`config.mk`:
```
export PLATFORM = sky130hd
export DESIGN_NAME = pe_mac_v2_flat
export DESIGN_NICKNAME = d
export VERILOG_FILES = /design/src/rtl/pe_mac_v2_if.sv /design/src/rtl/pe_mac_v2.sv /design/src/flat_wrapper.sv
export SDC_FILE = /design/constraint.sdc
export NUM_CORES = 2
export LEC_CHECK = 0
export ABC_AREA = 0
export CAP_MARGIN = 20
export CORE_MARGIN = 5
export CORE_UTILIZATION = 56
export CTS_CLUSTER_DIAMETER = 30
export DETAILED_ROUTE_END_ITERATION = 10
export MAX_ROUTING_LAYER = met4
export PLACE_DENSITY = 0.79
export REMOVE_ABC_BUFFERS = 1
export SLEW_MARGIN = 10
export SYNTH_ARGS = -nofsm -noshare
export SYNTH_HDL_FRONTEND = slang
export SYNTH_SLANG_ARGS = --single-unit
export TNS_END_PERCENT = 50
```
`constraint.sdc`:
```
create_clock -name clk -period 6.7 [get_ports clk]
set_clock_uncertainty 0.2 [all_clocks]
set_input_delay 0.67 -clock clk [delete_from_list [all_inputs] [get_ports clk]]
set_output_delay 0.67 -clock clk [all_outputs]
set_load 0.02 [all_outputs]
```
`src/rtl/pe_mac_v2_if.sv`:
```
// Systolic PE port bundle: beat inputs from the array side, registered results back.
interface pe_mac_v2_if #(
  parameter int IN_LEN  = 16,
  parameter int OUT_LEN = 32
);
  logic               pe_en;
  logic [1:0]         mode;
  logic               valid_in;
  logic               acc_clr;
  logic [OUT_LEN-1:0] westin1;
  logic [IN_LEN-1:0]  westin2;
  logic [OUT_LEN-1:0] northin;
  logic [OUT_LEN-1:0] eastout;
  logic [OUT_LEN-1:0] southout;
  logic               valid_out;
  logic               ovf;

  modport master (
    output pe_en, mode, valid_in, acc_clr, westin1, westin2, northin,
    input  eastout, southout, valid_out, ovf
  );

  modport slave (
    input  pe_en, mode, valid_in, acc_clr, westin1, westin2, northin,
    output eastout, southout, valid_out, ovf
  );
endinterface

```
`src/rtl/pe_mac_v2.sv`:
```
// Two-stage signed MAC processing element: stage 1 multiplies, stage 2 adds per beat mode
// with saturating or wrapping arithmetic and a sticky overflow flag.
module pe_mac_v2 #(
  parameter int IN_LEN  = 16,
  parameter int OUT_LEN = 32,
  parameter bit SAT     = 1'b1
) (
  input  logic       clk,
  input  logic       sys_rst,
  pe_mac_v2_if.slave pe
);

  typedef enum logic [1:0] {
    MAC_H  = 2'd0,
    MAC_V  = 2'd1,
    OS_ACC = 2'd2,
    DRAIN  = 2'd3
  } mode_e;

  localparam int PW = 2 * IN_LEN;
  localparam logic [OUT_LEN-1:0] MAXV = {1'b0, {(OUT_LEN-1){1'b1}}};
  localparam logic [OUT_LEN-1:0] MINV = {1'b1, {(OUT_LEN-1){1'b0}}};

  logic                      r_v1;
  mode_e                     r_mode1;
  logic [OUT_LEN-1:0]        r_w1;
  logic [OUT_LEN-1:0]        r_n1;
  logic signed [PW-1:0]      r_p;
  logic [OUT_LEN-1:0]        r_east;
  logic [OUT_LEN-1:0]        r_south;
  logic [OUT_LEN-1:0]        r_acc;
  logic                      r_vout;
  logic                      r_ovf;

  logic signed [IN_LEN-1:0]  w_x;
  logic signed [PW-1:0]      w_prod;
  logic signed [OUT_LEN-1:0] w_pext;
  logic [OUT_LEN-1:0]        w_acc_base;
  logic [OUT_LEN:0]          w_sum;
  logic [OUT_LEN-1:0]        w_east_n;
  logic [OUT_LEN-1:0]        w_south_n;
  logic [OUT_LEN-1:0]        w_acc_n;
  logic                      w_ovf_n;

  // Returns {overflow, result}; the add runs one bit wider so the carry-out exposes overflow.
  function automatic logic [OUT_LEN:0] add_sat(input logic [OUT_LEN-1:0] a,
                                               input logic [OUT_LEN-1:0] b);
    logic [OUT_LEN:0] s;
    logic             o;
    s = {a[OUT_LEN-1], a} + {b[OUT_LEN-1], b};
    o = s[OUT_LEN] ^ s[OUT_LEN-1];
    if (o && SAT) return {1'b1, (s[OUT_LEN] ? MINV : MAXV)};
    return {o, s[OUT_LEN-1:0]};
  endfunction

  assign w_x    = (mode_e'(pe.mode) == MAC_V) ? pe.westin1[IN_LEN-1:0] : pe.northin[IN_LEN-1:0];
  assign w_prod = $signed(pe.westin2) * w_x;
  assign w_pext = OUT_LEN'(r_p);

  // acc_clr zeroes the accumulator base before a coincident OS_ACC add; DRAIN still reads the old acc.
  always_comb begin
    w_acc_base = pe.acc_clr ? '0 : r_acc;
    w_east_n   = r_east;
    w_south_n  = r_south;
    w_acc_n    = w_acc_base;
    w_ovf_n    = r_ovf & ~pe.acc_clr;
    w_sum      = '0;
    if (r_v1) begin
      unique case (r_mode1)
        MAC_H: begin
          w_sum     = add_sat(w_pext, r_w1);
          w_east_n  = w_sum[OUT_LEN-1:0];
          w_south_n = r_n1;
        end
        MAC_V: begin
          w_sum     = add_sat(w_pext, r_n1);
          w_south_n = w_sum[OUT_LEN-1:0];
          w_east_n  = r_w1;
        end
        OS_ACC: begin
          w_sum     = add_sat(w_acc_base, w_pext);
          w_acc_n   = w_sum[OUT_LEN-1:0];
          w_east_n  = r_w1;
          w_south_n = r_n1;
        end
        DRAIN: begin
          w_sum     = add_sat(r_acc, r_n1);
          w_south_n = w_sum[OUT_LEN-1:0];
          w_acc_n   = '0;
          w_east_n  = r_w1;
        end
        default: ;
      endcase
      w_ovf_n = w_ovf_n | w_sum[OUT_LEN];
    end
  end

  always_ff @(posedge clk or posedge sys_rst) begin
    if (sys_rst) begin
      r_v1    <= 1'b0;
      r_mode1 <= MAC_H;
      r_w1    <= '0;
      r_n1    <= '0;
      r_p     <= '0;
      r_east  <= '0;
      r_south <= '0;
      r_acc   <= '0;
      r_vout  <= 1'b0;
      r_ovf   <= 1'b0;
    end else if (pe.pe_en) begin
      r_v1    <= pe.valid_in;
      r_mode1 <= mode_e'(pe.mode);
      r_w1    <= pe.westin1;
      r_n1    <= pe.northin;
      r_p     <= w_prod;
      r_east  <= w_east_n;
      r_south <= w_south_n;
      r_acc   <= w_acc_n;
      r_vout  <= r_v1;
      r_ovf   <= w_ovf_n;
    end
  end

  assign pe.eastout   = r_east;
  assign pe.southout  = r_south;
  assign pe.valid_out = r_vout;
  assign pe.ovf       = r_ovf;

endmodule
```
`src/flat_wrapper.sv`:
```
// flat-port wrapper written by rule: the top's interface ports become plain ports
module pe_mac_v2_flat 
#(
  parameter int IN_LEN  = 16,
  parameter int OUT_LEN = 32,
  parameter bit SAT     = 1'b1
)
  (clk, sys_rst, pe_pe_en, pe_mode, pe_valid_in, pe_acc_clr, pe_westin1, pe_westin2, pe_northin, pe_eastout, pe_southout, pe_valid_out, pe_ovf);
  pe_mac_v2_if #(.IN_LEN(IN_LEN), .OUT_LEN(OUT_LEN)) pe_i ();
  input  logic clk;
  input  logic sys_rst;
  input wire logic [$bits(pe_i.pe_en)-1:0] pe_pe_en;
  input wire logic [$bits(pe_i.mode)-1:0] pe_mode;
  input wire logic [$bits(pe_i.valid_in)-1:0] pe_valid_in;
  input wire logic [$bits(pe_i.acc_clr)-1:0] pe_acc_clr;
  input wire logic [$bits(pe_i.westin1)-1:0] pe_westin1;
  input wire logic [$bits(pe_i.westin2)-1:0] pe_westin2;
  input wire logic [$bits(pe_i.northin)-1:0] pe_northin;
  output wire logic [$bits(pe_i.eastout)-1:0] pe_eastout;
  output wire logic [$bits(pe_i.southout)-1:0] pe_southout;
  output wire logic [$bits(pe_i.valid_out)-1:0] pe_valid_out;
  output wire logic [$bits(pe_i.ovf)-1:0] pe_ovf;
  assign pe_i.pe_en = pe_pe_en;
  assign pe_i.mode = pe_mode;
  assign pe_i.valid_in = pe_valid_in;
  assign pe_i.acc_clr = pe_acc_clr;
  assign pe_i.westin1 = pe_westin1;
  assign pe_i.westin2 = pe_westin2;
  assign pe_i.northin = pe_northin;
  assign pe_eastout = pe_i.eastout;
  assign pe_southout = pe_i.southout;
  assign pe_valid_out = pe_i.valid_out;
  assign pe_ovf = pe_i.ovf;
  pe_mac_v2 #(.IN_LEN(IN_LEN), .OUT_LEN(OUT_LEN), .SAT(SAT)) u_core (.clk(clk), .sys_rst(sys_rst), .pe(pe_i));
endmodule
```
==> flow_metrics.env <==
export IMPL_status="complete, but fails checks"
export IMPL_violations="negative setup slack"
export IMPL_routedWlPerCell_um=20.0
export IMPL_synthCells=2702
export IMPL_relSlewSlack_pct=34.5
export IMPL_worst_path_buf_inv=6
export IMPL_place_inst=3528
export IMPL_fillerInstances=3454
export IMPL_hpwlAfterDp_um=58300
export IMPL_final_nets=3533
export IMPL_htreeDepth=4
export IMPL_start_util_pct=56.7
export IMPL_grt_pass1_wl_um=114000
export IMPL_crit_top_cell="fa_1"
export IMPL_rsz0062_at_grt="true"
export IMPL_drt_pre_antenna_iters=5
export IMPL_portBuffers=152
export IMPL_setup_ws_ps=-202
export IMPL_worst_path_max_fanout=10
export IMPL_grt_usage_pct=30.8
export IMPL_synthFlopType="dfrtp_1"
export IMPL_grt_ovfl_total=0
export IMPL_grt_start_max_net_pins=136
export IMPL_synth_edf_count=0
export IMPL_period_minus_slack_ps=6900
export IMPL_finalHoldViolCount=0
export IMPL_core_area_sq_um=43100
export IMPL_finalCritPeriodShare_pct=103
export IMPL_die_y_um=219
export IMPL_hold_path_class="in2reg"
export IMPL_pin_count=153
export IMPL_clock_sinks=197
export IMPL_netlist_area_sq_um=24400
export IMPL_die_area_sq_um=47900
export IMPL_multiInputGateArea_sq_um=18200
export IMPL_area_delta_synth_final_pct=17.8
export IMPL_maxCapViolations=0
export IMPL_critPathTopFamily="adder cells"
export IMPL_synth_cell_type_count=85
export IMPL_cts_made_buffers=17
export IMPL_max_stage_delay_ps=540
export IMPL_worstPathRequired_ps=6840
export IMPL_slowest_stage="fa_2"
export IMPL_clk_pin_slew_ps=80
export IMPL_yosys_warnings=0
export IMPL_drc=0
export IMPL_drv_slew=0
export IMPL_final_util_pct=66.8
export IMPL_vias=20800
export IMPL_stdcell_count=3572
export IMPL_wirelength_um=71400
export IMPL_fmax_mhz=145
export IMPL_cts_tree="done"
export IMPL_post_drt_via_cell_ratio=5.83
export IMPL_setup_violations_final=6
export IMPL_avgSynthCellArea_sq_um=9.04
export IMPL_die_width_um=219
export IMPL_drtIter0Drc=1681
export IMPL_async_reset_ff_share_pct=100
export IMPL_start_kind="input port"
export IMPL_cp_arrival_ps=7040
export IMPL_ys_ff_latch=197
export IMPL_yosysSeqAreaShare_pct=20.2
export IMPL_cts_buffer_depth=2
export IMPL_placementRows=76
export IMPL_ff_latch_area_sq_um=4930
export IMPL_crit_type="in2reg"
export IMPL_cts_root_buf="clkbuf_16"
export IMPL_gp_congestion=0.961
export IMPL_drtAntennaViolNets=0
export IMPL_antenna_found_initial=6
export IMPL_clock_latency_ps=450
export IMPL_worst_pin_slew_ps=982
export IMPL_drive_gt1_share_pct=13.7
export IMPL_end_kind="register"
export IMPL_grt_pass1_vias=21600
metrics by stage:
stage          hold slack [ps]  TNS [ps]  area (sq um)  worst slack [ps]
6_report                   263      -994         28800              -202
5_1_grt                    241     -2530         28800              -407
4_1_cts                    243      -923         28700              -234
3_5_place_dp               299    -20100         27800             -1740
3_3_place_gp               277    -17960         27700             -1580
2_1_floorplan              270     -6150         24100              -916
layer usage:
layer / vias up / share of wire [%] / GRT usage (%)
met2: 774 / 48 / 51.2
met5: - / 0 / -
met1: 10300 / 41 / 39.5
met4: 0 / 3.1 / 9.34
met3: 131 / 7.0 / 4.33
li1: 9583 / - / -
layout by cell type, fill, tap and decap left out, types with 78 or more instances in the layout:
master / count
a21o_1: 84
a21oi_1: 144
and2_1: 78
buf_4: 184
clkdlybuf4s50_1: 132
dfrtp_1: 197
fa_1: 262
ha_1: 202
inv_1: 346
nand2_1: 273
nor2_1: 158
nor2b_1: 84
o21ai_0: 151
xnor2_1: 96
cell usage after synthesis, types with 9 or more instances:
library cell,instances,area share [%]
clkbuf_1,81,1.2
and2_1,83,2.1
o211ai_1,9,0.28
nor2_1,159,2.4
nand2b_1,27,0.69
o31ai_1,9,0.28
o21bai_1,18,0.55
xor2_1,45,1.6
a221oi_1,15,0.54
buf_2,9,0.18
dfrtp_1,197,20
a22oi_1,11,0.34
nor3_1,12,0.25
nor2b_1,84,2.2
nand4_1,11,0.28
mux2_2,74,3.4
nand2_1,273,4.2
inv_1,350,5.4
fa_1,266,22
a21oi_1,153,3.1
xnor2_1,99,3.5
o22a_2,21,0.86
o21ai_1,9,0.18
mux2i_1,9,0.37
o21ai_0,154,3.2
a31oi_1,17,0.44
a21o_1,84,2.6
o21a_1,19,0.58
ha_1,210,11
a211oi_1,21,0.65
o221ai_1,24,0.86
nand3_1,29,0.59
and3_1,9,0.23
registers in the layout (all words and copies together) (netlist names):
name and flops:
u_core.r_acc 32, u_core.r_mode1 2, u_core.pe.southout 32, u_core.r_n1 32
u_core.r_w1 32, u_core.r_p 32, u_core.pe.eastout 32, u_core.r_v1 1
u_core.pe.ovf 1, u_core.pe.valid_out 1
path summary, 6_finish.rpt:
| path | startpoint | depth (start not counted) | slack (ps) | to |
|---|---|---|---|---|
| worst max-delay path | pe_mode[1] | 26 | -200 | u_core.r_p[28] |
| worst min-delay path | pe_mode[1] | 2 | 260 | u_core.r_mode1[1] |
| worst max register to register | u_core.r_p[0] | 14 | 1960 | u_core.pe.southout[6] |
| worst min register to register | u_core.pe.eastout[10] | 2 | 310 | u_core.pe.eastout[10] |
| max in group asynchronous | sys_rst | 3 | 4190 | u_core.r_n1[10] |
| min in group asynchronous | sys_rst | 2 | 590 | u_core.pe.southout[3] |
final cells by class:
cell class | instances | share of cell area, %
Timing Repair Buffer | 342 | 10.4
Tap cell | 585 | 2.54
Multi-Input combinational cell | 2061 | 63.2
Clock buffer | 18 | 1.53
Inverter | 351 | 4.60
Antenna cell | 4 | 0.0348
Clock inverter | 14 | 0.565
Sequential cell | 197 | 17.1
what timing repair did:
action / CTS / global route
pin swaps: 34 / 15
endpoints found under the setup margin: 17 / 10
buffers inserted: 6 / 3
resized for setup: 94 / 13
hold buffers: 0 / 0
cells by family after synthesis:
group | count (synthesis) | share of synthesized area, %
compound gates | 633 | 17.2
xor+xnor | 145 | 5.23
fa+ha+maj | 479 | 32.7
buf+inv | 444 | 6.95
flops | 197 | 20.2
mux | 83 | 3.78
simple gates | 721 | 14.0
worst register-to-register path, stage by stage (launching register included):
cell	delay [ps]
dfrtp_1	490
ha_1	340
inv_1	100
fa_1	250
nor2b_4	60
o31a_1	270
or4_4	450
a211o_2	420
a211oi_2	350
o31ai_2	140
nand2_2	100
a31oi_4	140
o21ai_4	740
o221ai_1	350
o22a_2	250
Power is not shown: default switching activity piles up to over one toggle a cycle in this logic, so the estimate is an artifact.
